**src/rtl/cpu_pkg.sv**
```systemverilog
// Shared types and default sizing for the run sequencer and its PC datapath.
// The run_state_t encoding is private to the sequencer FSM.
package cpu_pkg;

  localparam int PC_W_DEF    = 10;
  localparam int CNT_W_DEF   = 16;
  localparam int TIMEOUT_DEF = 4096;

  typedef enum logic [2:0] {
    IDLE  = 3'd0,
    ARMED = 3'd1,
    RUN   = 3'd2,
    DONE  = 3'd3,
    TOUT  = 3'd4
  } run_state_t;

  // Width of a select bus for n choices; a single choice still needs one bit.
  function automatic int sel_w(input int n);
    return (n > 1) ? $clog2(n) : 1;
  endfunction

endpackage

```
**src/rtl/pc_next_calc.sv**
```systemverilog
// Next-PC datapath: sequential increment or sign-extended relative branch,
// with hold when the pipeline stalls or a halt freezes the PC.
module pc_next_calc #(
  parameter int PC_W  = 10,
  parameter int OFF_W = 8
) (
  input  logic [PC_W-1:0]  pc,
  input  logic             stall,
  input  logic             hold,
  input  logic             branch_take,
  input  logic [OFF_W-1:0] branch_off,
  output logic [PC_W-1:0]  pc_nxt
);

  logic signed [PC_W-1:0] off_ext;
  logic        [PC_W-1:0] pc_inc;

  // The offset is relative to the following instruction, so it is added on
  // top of pc+1; the sum wraps naturally at the PC width.
  assign off_ext = PC_W'($signed(branch_off));
  assign pc_inc  = pc + PC_W'(1);

  always_comb begin
    pc_nxt = pc;
    if (!stall && !hold) begin
      if (branch_take) pc_nxt = pc_inc + off_ext;
      else             pc_nxt = pc_inc;
    end
  end

endmodule

```
**src/rtl/run_sequencer.sv**
```systemverilog
// Run sequencer: arms on start, launches a program at a selected entry point,
// counts run cycles and reports completion either by halt or by cycle limit.
//
//   state | meaning
//   IDLE  | waiting for start after reset
//   ARMED | start seen, launch when start drops
//   RUN   | decoder enabled, PC and cycle counter advancing
//   DONE  | halted by done_i, ack high
//   TOUT  | cycle limit reached, ack and timeout high
module run_sequencer
  import cpu_pkg::*;
#(
  parameter int PC_W    = PC_W_DEF,
  parameter int OFF_W   = 8,
  parameter int CNT_W   = CNT_W_DEF,
  parameter int TIMEOUT = TIMEOUT_DEF,
  parameter int N_PROG  = 4,
  parameter logic [N_PROG-1:0][PC_W-1:0] PROG_BASE =
    {PC_W'(384), PC_W'(256), PC_W'(128), PC_W'(0)},
  localparam int SEL_W  = sel_w(N_PROG)
) (
  input  logic              clk,
  input  logic              reset,
  input  logic              start,
  input  logic [SEL_W-1:0]  prog_sel,
  input  logic              stall,
  input  logic              done_i,
  input  logic              branch_take,
  input  logic [OFF_W-1:0]  branch_off,
  output logic [PC_W-1:0]   pc,
  output logic              run_en,
  output logic              ack,
  output logic              timeout,
  output logic [CNT_W-1:0]  cycle_count
);

  localparam logic [CNT_W-1:0] TO_LAST = CNT_W'(TIMEOUT - 1);

  run_state_t        state_q, state_d;
  logic [PC_W-1:0]   pc_q, pc_d;
  logic [CNT_W-1:0]  cnt_q, cnt_d;
  logic              ack_q, ack_d;
  logic              tout_q, tout_d;
  logic [PC_W-1:0]   base_addr;
  logic [PC_W-1:0]   pc_nxt;

  pc_next_calc #(
    .PC_W  (PC_W),
    .OFF_W (OFF_W)
  ) u_pc_next (
    .pc          (pc_q),
    .stall       (stall),
    .hold        (done_i),
    .branch_take (branch_take),
    .branch_off  (branch_off),
    .pc_nxt      (pc_nxt)
  );

  // Out-of-range selects fall back to the first entry point.
  always_comb begin
    base_addr = PROG_BASE[0];
    for (int i = 1; i < N_PROG; i++) begin
      if (prog_sel == SEL_W'(i)) base_addr = PROG_BASE[i];
    end
  end

  always_comb begin
    state_d = state_q;
    pc_d    = pc_q;
    cnt_d   = cnt_q;
    case (state_q)
      IDLE: begin
        if (start) state_d = ARMED;
      end
      ARMED: begin
        if (!start) begin
          state_d = RUN;
          pc_d    = base_addr;
          cnt_d   = '0;
        end
      end
      RUN: begin
        if (!stall) begin
          cnt_d = cnt_q + CNT_W'(1);
          pc_d  = pc_nxt;
          // A halt in the limit cycle still counts as a normal finish.
          if (done_i)                state_d = DONE;
          else if (cnt_q == TO_LAST) state_d = TOUT;
        end
      end
      DONE, TOUT: begin
        if (start) state_d = ARMED;
      end
      default: state_d = IDLE;
    endcase
    ack_d  = (state_d == DONE) || (state_d == TOUT);
    tout_d = (state_d == TOUT);
  end

  always_ff @(posedge clk or posedge reset) begin
    if (reset) begin
      state_q <= IDLE;
      pc_q    <= '0;
      cnt_q   <= '0;
      ack_q   <= 1'b0;
      tout_q  <= 1'b0;
    end else begin
      state_q <= state_d;
      pc_q    <= pc_d;
      cnt_q   <= cnt_d;
      ack_q   <= ack_d;
      tout_q  <= tout_d;
    end
  end

  assign pc          = pc_q;
  assign run_en      = (state_q == RUN);
  assign ack         = ack_q;
  assign timeout     = tout_q;
  assign cycle_count = cnt_q;

endmodule

```
**config.mk**
```make
export PLATFORM = sky130hd
export DESIGN_NAME = run_sequencer
export DESIGN_NICKNAME = d
export VERILOG_FILES = /design/src/rtl/cpu_pkg.sv /design/src/rtl/pc_next_calc.sv /design/src/rtl/run_sequencer.sv
export SDC_FILE = /design/constraint.sdc
export NUM_CORES = 1
export LEC_CHECK = 0
export CELL_PAD_IN_SITES_DETAIL_PLACEMENT = 1
export CELL_PAD_IN_SITES_GLOBAL_PLACEMENT = 1
export CORE_ASPECT_RATIO = 1.5
export CORE_MARGIN = 5
export CORE_UTILIZATION = 42
export CTS_CLUSTER_DIAMETER = 200
export CTS_CLUSTER_SIZE = 16
export DETAILED_ROUTE_END_ITERATION = 7
export HOLD_SLACK_MARGIN = 0.03
export PLACE_DENSITY = 0.95
export SYNTH_ARGS = -nofsm -noshare
export SYNTH_HDL_FRONTEND = slang
export SYNTH_HIERARCHICAL = 1
export SYNTH_SLANG_ARGS = --single-unit
```
**constraint.sdc**
```tcl
create_clock -name clk -period 4.8 [get_ports clk]
set_input_delay 0.96 -clock clk [delete_from_list [all_inputs] [get_ports clk]]
set_output_delay 0.96 -clock clk [all_outputs]
set_load 0.02 [all_outputs]
```
After elaboration in Yosys (flattened, before gate mapping)
Cells that the tools add are included.
{"block": "totals", "register_bits": 31, "input_bits": 16, "out_inout_bits": 29, "wordCells": 47}
{"block": "op_classes", "add_sub_neg": 3, "eq_ne": 13, "n_mux": 17, "n_reduce_logical": 9}
{"op": "10-bit two-way mux", "count": 6}
{"op": "16-bit two-way mux", "count": 2}
{"op": "16-bit one-hot mux with 2 select lines", "count": 1}
{"op": "10-bit one-hot mux with 2 select lines", "count": 1}
{"op": "16-bit by 1-bit adder with 16-bit output, second input constant", "count": 1}
{"op": "16-bit by 12-bit equality test with 1-bit output, second input constant", "count": 1}
{"op": "3-bit two-way mux", "count": 5}
{"op": "10-bit by 1-bit adder with 10-bit output, second input constant", "count": 1}
{"op": "10-bit adder", "count": 1}
{"op": "3-bit by 2-bit equality test with 1-bit output, second input constant", "count": 3}
{"op": "3-bit one-hot mux with 3 select lines", "count": 1}
{"op": "8-bit two-way mux", "count": 1}
{"op": "3-bit equality test, second input constant", "count": 2}
{"op": "2-bit equality test, second input constant", "count": 2}
{"op": "2-bit inequality test, second input constant", "count": 2}
{"op": "4-bit AND reduction", "count": 1}
{"op": "3-bit by 1-bit equality test with 1-bit output, second input constant", "count": 1}
{"op": "3-bit logical NOT", "count": 1}
{"op": "3-bit AND reduction", "count": 1}
{"op": "3-bit OR reduction", "count": 1}
{"op": "2-bit by 1-bit equality test with 1-bit output, second input constant", "count": 1}
{"op": "1-bit logical NOT", "count": 2}
{"op": "2-bit by 1-bit inequality test with 1-bit output, second input constant", "count": 1}
{"op": "2-bit nonzero test", "count": 1}
{"op": "other kinds (2)", "count": 2}

Depth between registers and ports, before layout
Gate-level depths: netlist of run 1.
{"block": "logic_depth", "depth_word": 7, "mapped_depth": 14, "ltp_nobuf": 14}

Hierarchy
Netlist of run 1, hierarchy kept.
{"module": "run_sequencer", "n_inst": 1, "cells_each": 168, "area_each_um2": 1545.2, "seq_area_each_um2": 775.7}
{"module": "pc_next_calc", "n_inst": 1, "cells_each": 133, "area_each_um2": 912.1, "seq_area_each_um2": 0.0}

Worst setup path before layout of run 1
No wires, ideal clock.
{"block": "synth_path", "path_kind": "register to register", "startpoint": "register pc_q[2] (netlist: pc[2])", "endpoint": "register pc_q[9] (netlist: pc[9])", "setup_ps": 66, "arrival_time_ps": 2950, "required_ps": 4734, "slack_ps": 1783, "path_stages_with_launch": 15, "path_buffers": 1, "period_less_slack_ps": 3017, "path_cell_list": "dfrtp_1 -> buf_2 -> nand3_1 -> nor2_1 -> nand2_1 -> xnor2_1 -> ha_1 -> nand2_2 -> o311ai_0 -> mux2_4 -> a21boi_2 -> or4_1 -> o311ai_1 -> nand3_1 -> nand2_1"}
{"block": "synth_between", "elab_chain_len": 6}
{"item": "start: declaration", "line": "run_sequencer.sv:40", "source": "logic [PC_W-1:0] pc_q, pc_d;"}
{"item": "start signal: assignment", "line": "run_sequencer.sv:109", "source": "pc_q <= pc_d;"}
{"item": "10-bit by 1-bit adder with 10-bit output (*)", "line": "pc_next_calc.sv:21", "source": "assign pc_inc = pc + PC_W'(1);"}
{"item": "10-bit adder", "line": "pc_next_calc.sv:26", "source": "if (branch_take) pc_nxt = pc_inc + off_ext;"}
{"item": "10-bit two-way mux (*)", "line": "pc_next_calc.sv:26"}
{"item": "10-bit two-way mux (*)", "line": "pc_next_calc.sv:25", "source": "if (!stall && !hold) begin"}
{"item": "via pc_nxt[9]", "line": "run_sequencer.sv:45", "source": "logic [PC_W-1:0] pc_nxt;"}
{"item": "10-bit two-way mux (*)", "line": "run_sequencer.sv:83", "source": "if (!stall) begin"}
{"item": "10-bit one-hot mux with 2 select lines (*)", "line": "run_sequencer.sv:71", "source": "case (state_q)"}
Mark *: on every way through the listed nets, which the timed path passes. The rest lies on a longest branch. The select of a mux whose other input is x is not followed.
A chain may end at the register's enable or synchronous reset.

Worst setup path after layout of run 1
{"block": "layout_path", "startpoint": "register state_q[2]", "endpoint": "output run_en"}
{"block": "layout_between", "elab_chain_len": 1}
{"item": "start: declaration", "line": "run_sequencer.sv:39", "source": "run_state_t state_q, state_d;"}
{"item": "start signal: assignment", "line": "run_sequencer.sv:108", "source": "state_q <= state_d;"}
{"item": "3-bit by 2-bit equality test with 1-bit output", "line": "run_sequencer.sv:117", "source": "assign run_en = (state_q == RUN);"}
{"item": "end: declaration", "line": "run_sequencer.sv:31", "source": "output logic run_en,"}
No other way between the ends.

==> results of run 1 <==
-- final cells by class --
cell class / count / area (um^2)
clock buffers: 7 / 96.3
clock inverters: 1 / 7.51
fillers: 702 / 2730
inverters: 5 / 18.8
multi-input cells: 246 / 1570
flip-flops and latches: 31 / 776
well taps: 72 / 90.1
repair buffers: 46 / 455
-- cell usage in the layout (no fill, tap or decap), types with 2 or more instances in the layout --
cell type and count:
nand2b_1 3, clkdlybuf4s50_1 44, or3b_2 2, buf_4 2, or4_1 7, ha_1 11
xor2_1 6, or3b_1 2, nor3_1 6, o31ai_1 9, nor2_1 14, clkbuf_8 7
nand3b_1 2, xnor2_1 7, mux2i_1 2, nor4_1 2, nand3_1 22, nand2_1 42
o211ai_1 3, or3_1 2, or2_2 3, inv_1 5, a31oi_1 6, mux2_1 2
nand4_1 5, o21ai_1 2, and4_1 3, a211oi_1 2, a21o_1 4, and3_1 2
a21oi_1 23, nor2b_1 5, dfrtp_1 31, o21ai_0 21
-- through the flow --
stage / std cells / setup slack (ps) / hold WS [ps] / area [um^2] / utilization [%]
2_1_floorplan: 301 / 1780 / 507 / 2460 / -
3_3_place_gp: 400 / 1440 / 524 / 2910 / 50.7
3_5_place_dp: 400 / 1360 / 535 / 2910 / 50.7
4_1_cts: 408 / 1350 / 552 / 3020 / 52.5
5_1_grt: 408 / 1160 / 583 / 3020 / 52.5
6_report: 408 / 1370 / 547 / 3020 / 52.5
-- cell families after synthesis --
kind of cell / after synthesis / share of synthesized area [%]
and+or+nand+nor: 132 / 28.9
AOI/OAI and AO/OA: 84 / 21.7
DFF: 31 / 31.6
buffers and inverters: 24 / 4.43
xor gates and xnor gates: 13 / 4.63
adders and majority gates: 12 / 6.42
muxes: 5 / 2.34
-- routing by layer --
layer / wire [um] / GRT usage, % / part of all wire (%)
met4: 140 / 7.65 / 2.0
met3: 220 / 2.13 / 3.2
met1: 2830 / 22.7 / 41
met5: 0 / 0 / 0
met2: 3730 / 35.9 / 54
-- power by group through the flow --
stage / sequential, mW / clock, mW / combinational, mW
6_report: 0.335 / 0.232 / 0.380
5_1_grt: 0.345 / 0.246 / 0.419
4_1_cts: 0.334 / 0.237 / 0.383
3_3_place_gp: 0.338 / 0 / 0.366
3_5_place_dp: 0.340 / 0 / 0.379
2_1_floorplan: 0.348 / 0 / 0.247
-- worst register-to-register path: cells and delay by family (launching register included) --
kind	cells	cell delay, ps
simple gates	7	1460
compound gates	3	520
flops	1	510
fa+ha+maj	1	390
mux	1	250
xor+xnor	1	150
-- worst paths after layout --
| check | startpoint | end | slack [ps] |
|---|---|---|---|
| max | state_q[2] | run_en | 1370 |
| min | pc[5] | pc[5] | 550 |
| max reg2reg | pc[2] | pc[9] | 1450 |
| min reg2reg | pc[5] | pc[5] | 550 |
| max in group asynchronous | reset | pc[8] | 3170 |
| min in group asynchronous | reset | pc[1] | 990 |
-- sequential cells by signal, indices dropped and copies added (netlist names) --
signal and cells:
cycle_count 16, pc 10, state_q 3, ack 1
timeout 1
==> impl_metrics.tcl, run 1 <==
set metrics [dict create \
    drt-wirelength-per-cell_um 17.0 \
    ys_top_cells_by_count "42 x nand2_1, 31 x dfrtp_1, 23 x a21oi_1" \
    internal_power_mw 0.581 \
    port-buffer-count 44 \
    path_clk_slew_ps 70 \
    worstHoldPathType "reg -> reg" \
    synth_top_area_share_pct 31.6 \
    grt_overflow 0 \
    crit_chain "or3b_2 > inv_1 > clkdlybuf4s50_1" \
    ys_async_sr_fraction_pct 100 \
    core_area_mm2 0.00574 \
    firstDrtPassIters 4 \
    power_density_mw_per_mm2 314 \
    reg2regPathDepth 13 \
    min_period_over_period_pct 71.5 \
    post-cts-setup-buffers 0 \
    grt_max_degree 29 \
    sequentialPowerShare_pct 35.4 \
    synth_fp_nets 329 \
    setup_viol 0 \
    crit_type "reg -> out" \
    hold_depth 2 \
    max_cap_viol_count 0 \
    path_buf_inv 2 \
    io_pins 45 \
    total_power_mw 0.946 \
    synth_flop_cell "dfrtp_1" \
    cts_tree "yes" \
    critPathArrivalTime_ps 2470 \
    slew_violations 0 \
    end_kind "output pin" \
    worstMarginPinSlew_ps 906 \
    p_sw_mw 0.365 \
    synth_warnings 6 \
    synth_most_common_cell "nand2_1" \
    critPathMaxFanout 15 \
    die_h_um 104 \
    synth_cell_types 61 \
    area.growth.synth_to_final_pct 22.8 \
    fin_skew_ps 5.70 \
    cp_top_family "buffers and inverters" \
    timing_hold_violations_final 0 \
    netlist_area_mm2 0.00246 \
    synth_cells 301 \
    antennaDiodeCount 0 \
    holdBufCountCts 0 \
    cts_resized 0 \
    grt_first_pass_wirelength_um 12100 \
    combPwrFrac_pct 40.1 \
    cp_slowest_cell "clkdlybuf4s50_1" \
    die_w_um 72.5 \
    root_buffer "clkbuf_8" \
    antenna_found_initial 0 \
    initialDrtViolationCount 230 \
    p_clk_share_pct 24.5 \
    nets 363 \
    htreeDepth 2 \
    grt_pass1_vias 2626 \
    ys_seq_area_share_pct 31.6 \
    peakVddDrop_mv 0.158 \
    synth_edf_count 0 \
    drc_errors 0 \
    num_rows 34 \
    track_usage_pct 19.7 \
    cp.depth 3 \
    setup_tns_ps 0 \
    clk-insertion-delay-late_ps 290 \
    yosys-top-cells-area "dfrtp_1 32%, nand2_1 6.4%, ha_1 5.6%" \
    start_util_pct 42.8 \
    dieArea_mm2 0.00751 \
    numCtsBuffers 5 \
    gp_congestion 0.808 \
    avgSynthCellArea_um2 8.16 \
    drive_above_1_share_pct 7.14 \
    wl_um 6920 \
    ant_nets 0 \
    vias 2435 \
    cp_data_required_time_ps 3840 \
    yosys.area.top_type "dfrtp_1" \
    swShare_pct 38.6 \
    critPathLaunchType "register" \
    vias_per_cell 5.97 \
    cts.sinks 31 \
    p_leak_nw 1.25 \
    yosys_register_bits 31 \
    status "finished clean" \
    rsz0062_at_grt "no" \
    fmax_mhz 291 \
    cts.path.max_buffers 2 \
    max_stage_delay_ps 690 \
    slew_headroom_pct 39.4 \
    hpwl_um 5150 \
    post-route-min-period_ps 3430 \
]
No activity file was read; power rests on OpenSTA's default activity.
==> inputs of run 2 (changes only) <==
Settings changed: CORE_UTILIZATION 42 to 35, PLACE_DENSITY 0.95 to 0.87.
Clock period 4.8 ns to 3.02 ns, I/O delays scaled along.
==> run 2 against run 1 <==
Effect of this change: clock-buffer cell count up 1; die area rose by 18%; global-route usage shrank 2.6 points; non-clock buffer count increased by 31; power rose by 75%; critical path depth is 10 higher; via count grew 5.5%; clock skew up 4.5 ps; cell count is 9.1% higher.
==> impl_metrics.tcl, run 2 (synthesis results as in run 1) <==
set metrics [dict create \
    min_period_over_period_pct 95.8 \
    num_rows 37 \
    drive_above_1_share_pct 19.9 \
    firstDrtPassIters 4 \
    wl_met1_um 3310 \
    critPathLaunchType "register" \
    pre_cts_slack_ps -63.4 \
    critPathArrivalTime_ps 3120 \
    crit_path_frequent_cell "buf_4" \
    setup_viol 0 \
    post-route-min-period_ps 2890 \
    crit_type "reg -> reg" \
    path_clk_slew_ps 70 \
    hold_depth 1 \
    io_pins 45 \
    slew_violations 0 \
    p_clk_share_pct 22.2 \
    p_sw_mw 0.639 \
    start_util_pct 35.9 \
    end_kind "register" \
    vias_per_cell 5.77 \
    multi_input_area_mm2 0.00169 \
    slew_headroom_pct 65.5 \
    htreeDepth 2 \
    internal_power_mw 1.02 \
    topRoutingLayerUsed "met4" \
    cp_slowest_cell "or4_1" \
    max_stage_delay_ps 490 \
    initialDrtViolationCount 104 \
    wl_um 7940 \
    die_h_um 113 \
    p_leak_nw 1.43 \
    grt_pass1_vias 2659 \
    wl_met2_um 4270 \
    cts.sinks 31 \
    antenna_found_initial 0 \
    worstHoldPathType "reg -> reg" \
    vias 2569 \
    crit_chain "ha_4 > buf_4 > xor2_1 > ha_2 > o21ai_2 > buf_4 > nor4_4 > mux2_4 > a21boi_2 > or4_1 > o311ai_2 > nand3_1 > nand2_1" \
    dieArea_mm2 0.00883 \
    area.growth.synth_to_final_pct 37.5 \
    core_area_mm2 0.00685 \
    clk-insertion-delay-late_ps 290 \
    status "finished clean" \
    fmax_mhz 346 \
    peakVddDrop_mv 0.299 \
    finalNonFillerCells 445 \
    power_density_mw_per_mm2 490 \
    combPwrFrac_pct 45.7 \
    max_cap_viol_count 0 \
    root_buffer "clkbuf_8" \
    seq_area_um2 779 \
    track_usage_pct 17.1 \
    total_power_mw 1.66 \
    gp_congestion 0.812 \
    nFillCells 836 \
    critPathMaxFanout 4 \
    worstMarginPinSlew_ps 517 \
    antennaDiodeCount 0 \
    drt-wirelength-per-cell_um 17.8 \
    cts.path.max_buffers 2 \
    timing_hold_violations_final 0 \
    placed_area_mm2 0.00311 \
    grt_overflow 0 \
    port-buffer-count 44 \
    grt_max_degree 32 \
    setup_tns_ps 0 \
    dr_wl_met3_um 204 \
    cp_data_required_time_ps 3250 \
    dpl.cell_count 431 \
    drc_errors 0 \
    hpwl_um 5640 \
    numCtsBuffers 5 \
    sequentialPowerShare_pct 32.1 \
    postLayoutCoreUtil_pct 49.3 \
    layout_common_cells "44 x clkdlybuf4s50_1, 41 x nand2_1, 32 x buf_4" \
    setup_ws_ps 127 \
    final_common_cell "clkdlybuf4s50_1" \
    cts_tree "yes" \
    swShare_pct 38.6 \
    die_w_um 78.4 \
    reg2regPathDepth 13 \
    nets 394 \
    grt_first_pass_wirelength_um 12400 \
    ant_nets 0 \
    fin_skew_ps 10.2 \
    whs_ps 553 \
    largest_reg_flops 16 \
    fin_area_mm2 0.00338 \
]
-- run 2: what timing repair did --
| action | in CTS | in global routing |
|---|---|---|
| setup endpoints to repair | 1 | 1 |
| hold buffers | 0 | 0 |
| pin swaps | 0 | 14 |
| setup buffers | 0 | 6 |
| resized for setup | 2 | 27 |
| hold endpoints to repair | 0 | 0 |
-- run 2: metal layers --
metal,track usage [%],vias up
met4,5.83,0
met2,32.4,48
li1,-,1245
met5,0,-
met3,2.41,12
met1,19.2,1264
-- run 2: area by class of cell --
cell class | instances | share of cell area [%]
repair buffers | 77 | 20.5
multi-input cells | 246 | 50.1
flip-flops and latches | 31 | 23.1
clock buffers | 8 | 2.96
well taps | 78 | 2.89
inverters | 5 | 0.555
-- run 2: worst paths after layout --
kind,start,to,slack (ps)
max,pc[0],pc[9],130
min,cycle_count[8],cycle_count[8],550
max reg2reg,pc[0],pc[9],130
min reg2reg,cycle_count[8],cycle_count[8],550
max in group asynchronous,reset,pc[1],2000
min in group asynchronous,reset,cycle_count[6],690
-- run 2: power by group through the flow --
stage	clock (mW)	sequential, mW	combinational (mW)
after floorplan	0	0.554	0.392
after global placement	0	0.531	0.658
after detailed placement	0	0.533	0.689
after CTS	0.380	0.526	0.696
after global routing	0.389	0.541	0.817
final	0.368	0.532	0.756
-- run 2: worst max-delay path: cells and delay by family, from the launching register on --
family | cells | cell delay (ps)
AO/OA/AOI/OAI | 3 | 230
XOR/XNOR | 1 | 160
adder cells (fa/ha/maj) | 2 | 530
buffers and inverters | 2 | 280
flip-flops | 1 | 450
multiplexers | 1 | 230
AND/OR/NAND/NOR | 4 | 960
==> inputs of run 3 (changes only) <==
Settings changed: ABC_CLOCK_PERIOD_IN_PS from default to 3020, TNS_END_PERCENT from default to 1.
==> results of run 3 <==
Final layout, timing and power as in run 2 (identical DEF).
